## src/rtl/mem_arbiter.sv

```systemverilog
// mem_arbiter: shares one main-memory line port between I-cache refill and D-cache refill/writeback.
// Ports: clk/reset (async active-low); ic_* I-cache read port; dc_* D-cache read/write port;
//        mem_* memory handshake; gnt_d = D-cache owns the port; mem_err = sticky watchdog abort flag.
module mem_arbiter #(
  parameter int LINE_W  = 128,
  parameter int TIMEOUT = 255
) (
  input  logic              clk,
  input  logic              reset,
  input  logic              ic_req,
  input  logic [31:0]       ic_addr,
  output logic              ic_ack,
  output logic [LINE_W-1:0] ic_rdata,
  input  logic              dc_req,
  input  logic              dc_we,
  input  logic [31:0]       dc_addr,
  input  logic [LINE_W-1:0] dc_wdata,
  output logic              dc_ack,
  output logic [LINE_W-1:0] dc_rdata,
  output logic              mem_req,
  output logic              mem_we,
  output logic [31:0]       mem_addr,
  output logic [LINE_W-1:0] mem_wdata,
  input  logic [LINE_W-1:0] mem_rdata,
  input  logic              mem_ready,
  output logic              gnt_d,
  output logic              mem_err
);

  localparam logic [31:0] OFF_MASK = 32'(LINE_W / 8) - 32'd1;
  localparam logic [7:0]  TMO      = 8'(TIMEOUT);

  typedef enum logic [1:0] {S_IDLE, S_BUSY, S_ACK} state_t;

  state_t              state_q, state_d;
  logic                owner_q, owner_d;   // 1 = D-cache owns the current transaction
  logic                last_q, last_d;     // last granted requester, 1 = D-cache
  logic [7:0]          cnt_q, cnt_d;
  logic                mem_req_q, mem_req_d;
  logic                mem_we_q, mem_we_d;
  logic [31:0]         mem_addr_q, mem_addr_d;
  logic [LINE_W-1:0]   mem_wdata_q, mem_wdata_d;
  logic                ic_ack_q, ic_ack_d;
  logic                dc_ack_q, dc_ack_d;
  logic [LINE_W-1:0]   ic_rdata_q, ic_rdata_d;
  logic [LINE_W-1:0]   dc_rdata_q, dc_rdata_d;
  logic                gnt_dc_q, gnt_dc_d;
  logic                err_q, err_d;
  logic                pick_dc;

  // D wins if it is alone, or on a tie when the I-cache was served last.
  assign pick_dc = dc_req & (~ic_req | ~last_q);

  always_comb begin
    state_d     = state_q;
    owner_d     = owner_q;
    last_d      = last_q;
    cnt_d       = cnt_q;
    mem_req_d   = mem_req_q;
    mem_we_d    = mem_we_q;
    mem_addr_d  = mem_addr_q;
    mem_wdata_d = mem_wdata_q;
    ic_ack_d    = 1'b0;
    dc_ack_d    = 1'b0;
    ic_rdata_d  = ic_rdata_q;
    dc_rdata_d  = dc_rdata_q;
    gnt_dc_d    = gnt_dc_q;
    err_d       = err_q;

    case (state_q)
      S_IDLE: begin
        if (ic_req || dc_req) begin
          owner_d     = pick_dc;
          gnt_dc_d    = pick_dc;
          mem_we_d    = pick_dc & dc_we;
          mem_addr_d  = (pick_dc ? dc_addr : ic_addr) & ~OFF_MASK;
          mem_wdata_d = pick_dc ? dc_wdata : '0;
          cnt_d       = 8'd0;
          mem_req_d   = 1'b1;
          state_d     = S_BUSY;
        end
      end

      S_BUSY: begin
        if (mem_ready || cnt_q == TMO) begin
          // A completion arriving on the last allowed cycle still counts as good.
          if (mem_ready) begin
            if (!mem_we_q) begin
              if (owner_q) dc_rdata_d = mem_rdata;
              else         ic_rdata_d = mem_rdata;
            end
          end else begin
            err_d = 1'b1;
            if (owner_q) dc_rdata_d = '0;
            else         ic_rdata_d = '0;
          end
          mem_req_d = 1'b0;
          ic_ack_d  = ~owner_q;
          dc_ack_d  = owner_q;
          state_d   = S_ACK;
        end else begin
          cnt_d = cnt_q + 8'd1;
        end
      end

      S_ACK: begin
        last_d   = owner_q;
        gnt_dc_d = 1'b0;
        state_d  = S_IDLE;
      end

      default: state_d = S_IDLE;
    endcase
  end

  always_ff @(posedge clk or negedge reset) begin
    if (!reset) begin
      state_q     <= S_IDLE;
      owner_q     <= 1'b0;
      last_q      <= 1'b0;
      cnt_q       <= 8'd0;
      mem_req_q   <= 1'b0;
      mem_we_q    <= 1'b0;
      mem_addr_q  <= 32'd0;
      mem_wdata_q <= '0;
      ic_ack_q    <= 1'b0;
      dc_ack_q    <= 1'b0;
      ic_rdata_q  <= '0;
      dc_rdata_q  <= '0;
      gnt_dc_q    <= 1'b0;
      err_q       <= 1'b0;
    end else begin
      state_q     <= state_d;
      owner_q     <= owner_d;
      last_q      <= last_d;
      cnt_q       <= cnt_d;
      mem_req_q   <= mem_req_d;
      mem_we_q    <= mem_we_d;
      mem_addr_q  <= mem_addr_d;
      mem_wdata_q <= mem_wdata_d;
      ic_ack_q    <= ic_ack_d;
      dc_ack_q    <= dc_ack_d;
      ic_rdata_q  <= ic_rdata_d;
      dc_rdata_q  <= dc_rdata_d;
      gnt_dc_q    <= gnt_dc_d;
      err_q       <= err_d;
    end
  end

  assign mem_req   = mem_req_q;
  assign mem_we    = mem_we_q;
  assign mem_addr  = mem_addr_q;
  assign mem_wdata = mem_wdata_q;
  assign ic_ack    = ic_ack_q;
  assign dc_ack    = dc_ack_q;
  assign ic_rdata  = ic_rdata_q;
  assign dc_rdata  = dc_rdata_q;
  assign gnt_d     = gnt_dc_q;
  assign mem_err   = err_q;

endmodule

```

## config.mk

```make
export PLATFORM = sky130hd
export DESIGN_NAME = mem_arbiter
export DESIGN_NICKNAME = d
export VERILOG_FILES = /design/src/rtl/mem_arbiter.sv
export SDC_FILE = /design/constraint.sdc
export NUM_CORES = 1
export LEC_CHECK = 0
export ABC_AREA = 1
export CORE_AREA = 2 2 289 291
export CTS_BUF_LIST = sky130_fd_sc_hd__clkbuf_4 sky130_fd_sc_hd__clkbuf_8
export DETAILED_ROUTE_END_ITERATION = 10
export DIE_AREA = 0 0 291 293
export PLACE_DENSITY = 0.45
export SLEW_MARGIN = 40
export SYNTH_ARGS = -nofsm -noshare
export SYNTH_HDL_FRONTEND = slang
export SYNTH_SLANG_ARGS = --single-unit
```

## constraint.sdc

```tcl
create_clock -name clk -period 1.7 [get_ports clk]
set_input_delay 0.17 -clock clk [delete_from_list [all_inputs] [get_ports clk]]
set_output_delay 0.17 -clock clk [all_outputs]
set_load 0.01 [all_outputs]
```

==> flow_summary_export.csv <==
group,metric,value,unit
cells_and_area,syn_to_final_growth,69.8,%
sta,slew_headroom,63.9,%
placed_design,post-place-cells,3981,
setup_path,cp_cell_sequence,"ha_2 > nand2_2 > nor2_4 > nand2_4 > nand2_8 > nand3_4 > buf_12 > clkbuf_16 > nand2_1 > nand2_1",
pwr,power_frac_clock,21.4,%
logic_synthesis,yosysTopAreaCell,"dfrtp_1",
route,dr.pass1.iters,5,
logic_synthesis,syn_inst,2231,
setup_path,crit_start,"cnt_q[1]$_DFFE_PN0P_",
sta,layout_min_cycle_time,1.70,ns
sta,setup_violations,0,
route,routedWlPerCell,20.6,um
logic_synthesis,yosys.area_share.adder,0.0663,%
logic_synthesis,synthArstFlopShare,100,%
cells_and_area,fillers,8321,
setup_path,cp_common_cell,"nand2_1",
cells_and_area,post-route-util,39.2,%
global_route,track_usage,18.9,%
clock_network,cts_root_buffer,"clkbuf_8",
sta,fin_crit_sh,99.9,%
placed_design,portBuffers,735,
route,drc,0,
logic_synthesis,synth_top_family_by_area,"simple AND/OR/NAND/NOR gates",
logic_synthesis,yosys-top-cells-count,"961 x nand2_1, 430 x dfrtp_1, 256 x nand4_1, 138 x inv_1, 136 x nand3_1",
global_route,antenna_found_initial,11,
logic_synthesis,synthSimpleGateAreaFrac,32.5,%
setup_path,required,2.23,ns
cells_and_area,regArea,0.0108,mm^2
cells_and_area,multi_input_area,0.00714,mm^2
floorplanning,fp.coreArea,0.0818,mm^2
pwr,p_sw,21.7,mW
pwr,cellPowerDensity,1670,mW/mm^2
clock_network,cts_buffers,85,
global_route,grt_pass1_wl,124,mm
sta,final_hold_viol_count,0,
route,ant_nets,0,
logic_synthesis,synth_top_area_share,57.0,%
setup_path,rr_endpoint,"ic_rdata[13]$_DFFE_PN0P_",
route,vias_per_cell,4.51,
cells_and_area,layoutNonFillerInstCount,4276,
clock_network,h-tree-depth,3,
min_path,hp-class,"in2reg",
cells_and_area,drive_gt1_share,15.4,%
logic_synthesis,synth_edf_count,0,
floorplanning,fp.dieW,291,um
setup_path,worstReg2RegStart,"cnt_q[1]$_DFFE_PN0P_",
logic_synthesis,yosysMostFrequentCell,"nand2_1",
sta,skew,0.0436,ns
outcome,status,"completed",
global_route,grt_overflow_total,0,
sta,rsz0062_at_grt,"yes",
setup_path,r2r_cells,10,
setup_path,cpPeakStageDelay,0.35,ns
logic_synthesis,synth_area,0.0189,mm^2
sta,tns,0,ns
min_path,hold_path_end,"mem_wdata[100]$_DFFE_PN0P_",
sta,worst_pin_slew,0.542,ns
route,totalWireLength,88.0,mm
setup_path,slowest_stage,"dfrtp_1",
clock_network,worstSkewPairLatency,0.68,ns
clock_network,clockBufferDepth,3,
placed_design,placedInstanceArea,0.0282,mm^2
logic_synthesis,synth_mux_area_share,0,%
global_route,grt_pass1_vias,19483,
clock_network,cts_tree,"yes",
pwr,combPwrFrac,45.4,%
min_path,hold_start,"dc_wdata[100]",
pwr,p_sw_share,40.6,%
route,num_vias,19301,
floorplanning,rows,105,
logic_synthesis,synth_seq_cells,430,
setup_path,arrival,2.23,ns
sta,finalMaxSlewViolations,0,
placed_design,place.gp.congestion,0.844,
pwr,pwr-share-seq,33.2,%
placed_design,dp_hpwl,59.0,mm
logic_synthesis,yosysWarnings,0,
setup_path,end_kind,"flop",
pwr,p_leak,17.5,nW
placed_design,pre_cts_ws,-0.0896,ns
sta,clock.fmax,589,MHz
logic_synthesis,ys_dominant_reg_cell,"dfrtp_1",
cells_and_area,finalInstanceArea,0.0321,mm^2
logic_synthesis,yosysSeqAreaShare,57.0,%
pwr,intPower,31.8,mW
clock_network,clkTransAtPathRegs,0.06,ns
sta,setup_ws,0.000923,ns
min_path,holdPathStages,3,
setup_path,path_class,"reg2reg",
global_route,grt_max_degree,77,
floorplanning,start_util,23.1,%
floorplanning,dieHeight,293,um
logic_synthesis,synth_xor_area_share,0.0464,%
setup_path,worst-path-max-fanout,9,
logic_synthesis,ys_types,27,
route,drt_iter0_markers,1063,
cells_and_area,layout.nets,3462,
clock_network,cts.sinks,430,
floorplanning,ios,748,
logic_synthesis,synth_compound_area_share,1.81,%
job,cap_violations,0,
logic_synthesis,avgSynthCellArea,8.46,um^2
setup_path,ff2ff_setup_slack,0.0009,ns
setup_path,worst-path-buf-inv,2,
setup_path,cp_top_family,"simple AND/OR/NAND/NOR gates",
setup_path,startpoint_type,"flop",
logic_synthesis,yosys-top-cells-area,"dfrtp_1 57%, nand2_1 19%, nand4_1 8.5%",
floorplanning,die_area,0.0853,mm^2
pwr,irDropWorstVdd,0.614,mV
power groups by stage:
stage	Clock (mW)	Combinational, mW	Sequential, mW
after floorplan	0	7.52	19.5
after global placement	0	25.5	17.6
after detailed placement	0	25.7	17.6
after CTS	11.8	22.8	17.4
after global routing	12.3	26.3	18.3
final	11.4	24.3	17.8
placed cells by master (no fill, tap or decap), types with 4 or more instances in the layout:
cell             Yosys  routed
nand4_1            256     256
nand3_1            136     136
nand2_2              1      92
buf_8                0       7
o21ai_0             63      63
nand2_4              1      44
nand2_1            961     826
inv_1              138     137
clkbuf_4             0      27
dlygate4sd3_1        0      82
conb_1               1       4
buf_6               25      11
clkdlybuf4s50_1      0     315
clkbuf_16            0      25
buf_16               0       9
dfrtp_1            430     429
nor2_1              40      39
dlygate4sd2_1        0     405
diode_2              0       7
buf_4               27      78
clkinv_2             0       7
buf_12               0      55
clkdlybuf4s15_1      0      10
clkbuf_8             0     110
sequential cells by signal (all words and copies together) (netlist names):
| register | cells |
|---|---|
| dc_rdata | 128 |
| ic_rdata | 128 |
| mem_wdata | 128 |
| mem_addr | 28 |
| cnt_q | 8 |
| state_q | 2 |
| dc_ack | 1 |
| gnt_d | 1 |
| ic_ack | 1 |
| last_q | 1 |
| mem_err | 1 |
| mem_req | 1 |
| mem_we | 1 |
| owner_q | 1 |
timing repair:
| item | 4_1_cts | 5_1_grt |
|---|---|---|
| hold endpoints to repair | 511 | 0 |
| setup buffers | 3 | 13 |
| gates cloned | 1 | 38 |
| resized for setup | 438 | 223 |
| hold buffers | 83 | 0 |
| pin swaps | 2 | 14 |
| setup endpoints to repair | 442 | 255 |
per-layer routing:
metal | global-route usage [%] | share of wire (%)
met5 | 0 | 0.044
met4 | 6.47 | 2.7
met3 | 5.43 | 7.7
met2 | 31.9 | 49
met1 | 23.1 | 41
stage by stage:
stage	total power, mW	hold slack [ns]
2_1_floorplan	27.0	-0.126
3_3_place_gp	43.1	0.0647
3_5_place_dp	43.3	0.0687
4_1_cts	52.1	0.000243
5_1_grt	57.0	0.0306
6_report	53.5	0.0850
worst reg2reg max path, delay by kind of cell, from the launching register on:
family / cells / cell delay [ns]
flip-flops: 1 / 0.35
buffers and inverters: 2 / 0.40
adder cells (fa/ha/maj): 1 / 0.19
AND/OR/NAND/NOR: 7 / 0.65
area by class of cell:
cell class | instances | share of cell area [%]
Antenna cell | 7 | 0.0546
Clock buffer | 137 | 5.35
Clock inverter | 14 | 0.398
Inverter | 140 | 1.67
Multi-Input combinational cell | 1478 | 22.3
Sequential cell | 430 | 33.6
Tap cell | 1070 | 4.18
Timing Repair Buffer | 1000 | 32.5
worst max-delay path by stage:
stage                                     endpoint  depth (start not counted)
final                     ic_rdata[13]$_DFFE_PN0P_                         10
after global routing      dc_rdata[20]$_DFFE_PN0P_                         10
after CTS                 ic_rdata[24]$_DFFE_PN0P_                          9
after detailed placement  dc_rdata[30]$_DFFE_PN0P_                          9
after global placement    dc_rdata[28]$_DFFE_PN0P_                          9
after floorplan           ic_rdata[77]$_DFFE_PN0P_                         10
logic make-up after synthesis:
family | count (synthesis)
other cells | 1
buf+inv | 326
fa+ha+maj | 1
simple gates | 1405
compound gates | 67
xor+xnor | 1
flops | 430
(Power assumes the default switching activity.)
==> RTL change (config.mk and constraints unchanged) <==
Register the output `mem_err` once more, with the module's reset; this adds one clock of latency there. The other outputs are not delayed to match.
--- a/src/rtl/mem_arbiter.sv
+++ b/src/rtl/mem_arbiter.sv
@@ -157,5 +157,11 @@
   assign dc_rdata  = dc_rdata_q;
   assign gnt_d     = gnt_dc_q;
-  assign mem_err   = err_q;
+  always_ff @(posedge clk or negedge reset) begin
+    if (!reset) begin
+      mem_err <= '0;
+    end else begin
+      mem_err <= err_q;
+    end
+  end
 
 endmodule
Check against the original RTL: not settled (the Yosys comparison gave no result); the edit may change what the design does.
==> RTL change against the unedited design <==
  * Count of clock-buffer cells in the layout shrank 8
  * Largest power group unchanged
  * Cell count decreased by 2.0%
  * Power is 4.0% lower
  * Sequential cell count grew 1
  * Setup slack improved by 0.012 ns
  * Critical path type unchanged
  * Final area fell by 5.2%
  * Fmax is 0.71% higher
  * Synthesized area unchanged
  * Wire length decreased by 6.9%
  * Highest routed layer unchanged
==> RTL change: results (changes against the unedited design) <==
{| class="wikitable"
! Metric !! Value
|-
| Setup TNS || 0 ns (unchanged)
|-
| Hpwl dp || 57.73 mm (was 59.04 mm)
|-
| Clk buf depth || 3 (unchanged)
|-
| Cell area reported after detailed placement || 27870 um2 (was 28160 um2)
|-
| Antenna violations before repair || 9 (was 11)
|-
| Largest fanout on the critical path || 7 (was 9)
|-
| Setup skew after layout || 0.03950 ns (was 0.04364 ns)
|-
| Leak pwr || 16.82 nW (was 17.50 nW)
|-
| Final net count || 3381 (was 3462)
|-
| Worst voltage drop across the vdd grid || 0.7180 mV (was 0.6141 mV)
|-
| Cells after synthesis || 2234 (was 2231)
|-
| Most instantiated cells after synthesis || sky130_fd_sc_hd__nand2_1 (962), sky130_fd_sc_hd__dfrtp_1 (431), sky130_fd_sc_hd__nand4_1 (256) (was sky130_fd_sc_hd__nand2_1 (961), sky130_fd_sc_hd__dfrtp_1 (430), sky130_fd_sc_hd__nand4_1 (256))
|-
| Cell Int Power || 30.47 mW (was 31.76 mW)
|-
| Number of placed instances, taps included || 3957 (was 3981)
|-
| Initial detailed-routing violation count || 1110 (was 1063)
|-
| Pin count of the biggest net entering global routing || 74 (was 77)
|-
| Non-filler cells, final || 4189 (was 4276)
|-
| Crit-path max cell delay || 0.40 ns (was 0.35 ns)
|-
| Result of the run || completed (unchanged)
|-
| WL per Instance || 19.56 um (was 20.58 um)
|-
| Final GP Congestion || 0.8325 (was 0.8437)
|-
| Cts bufs inserted || 82 (was 85)
|-
| Synthesized-area fraction occupied by ao, oa, aoi and oai cells || 1.783% (was 1.809%)
|-
| Number of vias per cell || 4.496 (was 4.514)
|-
| Total track usage || 18.42% (was 18.91%)
|-
| Synth area leaders || sky130_fd_sc_hd__dfrtp_1 (57%), sky130_fd_sc_hd__nand2_1 (19%), sky130_fd_sc_hd__nand4_1 (8.5%) (unchanged)
|-
| Critical-path cell with the highest stage delay || sky130_fd_sc_hd__dfrtp_1 (unchanged)
|-
| Worst slack at placement || -0.03406 ns (was -0.08958 ns)
|-
| Synth cell types || 26 (was 27)
|-
| Share of synthesized area occupied by flip-flops and latches || 57.13% (was 57.00%)
|-
| Via count of the first global-routing pass || 19590 (was 19480)
|-
| Number of cells on the worst reg-to-reg path || 10 (unchanged)
|-
| Data arrival, critical path || 2.23 ns (about the same)
|-
| First-pass GRT wire length || 121.9 mm (was 124.3 mm)
|}
## RTL change: cell types whose count changed in the layout (fill, tap and decap cells not counted), sizes merged, moves of 3 or more
cell,delta
dlygate4sd3,-18
clkbuf,-27
diode,-3
dlygate4sd2,+8
clkdlybuf4s15,-6
buf,-46
## RTL change: area by class of cell
type	instances	area [um2]
clock inverter	16	147.6
timing repair buffer	919	9186
multi-input combinational	1479	6743
sequential	431	10790
clock buffer	129	1650
inverter	141	536.8
antenna	4	10.01
fill	8521	51450
tap	1070	1339
## RTL change: logic make-up after synthesis
logic type               count (synthesis)
AO/OA/AOI/OAI                           66
XOR/XNOR                                 1
adder cells (fa/ha/maj)                  1
buffers and inverters                  327
flip-flops                             431
other                                    1
AND/OR/NAND/NOR                       1407
## RTL change: power by group through the flow
stage | combinational (mW) | clock, mW | sequential (mW)
floorplan | 7.49 | 0 | 19.5
global placement | 24.8 | 0 | 17.9
detailed placement | 24.9 | 0 | 18.0
CTS | 22.0 | 11.5 | 17.7
global route | 24.4 | 12.0 | 18.4
finish | 22.4 | 11.1 | 17.8
## RTL change: worst reg2reg max path, cell delays in order (launching register included)
cell and delay (ns):
sky130_fd_sc_hd__dfrtp_1 0.40, sky130_fd_sc_hd__ha_4 0.17, sky130_fd_sc_hd__nand2_4 0.05, sky130_fd_sc_hd__nor2_4 0.14
sky130_fd_sc_hd__nand2_4 0.08, sky130_fd_sc_hd__nand2_8 0.12, sky130_fd_sc_hd__nand3_4 0.13, sky130_fd_sc_hd__clkbuf_16 0.21
sky130_fd_sc_hd__clkbuf_16 0.20, sky130_fd_sc_hd__nand2_4 0.06, sky130_fd_sc_hd__nand2_1 0.04
## RTL change: timing repair
| item | CTS | global route |
|---|---|---|
| pin swaps | 0 | 6 |
| hold buffers | 65 | 0 |
| endpoints found under the setup margin | 497 | 257 |
| resized for setup | 433 | 67 |
| endpoints found under the hold margin | 494 | 0 |
| cloned | 1 | 9 |
| buffers inserted | 3 | 5 |
## RTL change: per-layer routing
layer / wire length [um] / up-vias / track usage [%] / part of all wire [%]
li1: - / 8873 / - / -
met1: 33530 / 9099 / 22.21 / 41
met2: 39540 / 706 / 31.33 / 48
met3: 6371 / 145 / 5.461 / 7.8
met4: 2408 / 12 / 6.218 / 2.9
met5: 78 / - / 0 / 0.095
## RTL change: worst paths after layout
| path | start | endpoint | slack, ns |
|---|---|---|---|
| worst min-delay path | dc_wdata[124] | mem_wdata[124] | 0.08 |
| worst max-delay path | cnt_q[1] | ic_rdata[77] | 0.01 |
| worst max register to register | cnt_q[1] | ic_rdata[77] | 0.01 |
| worst min register to register | err_q | mem_err | 0.38 |
| min in group asynchronous | reset | ic_rdata[15] | 0.56 |
| max in group asynchronous | reset | dc_rdata[42] | 0.41 |
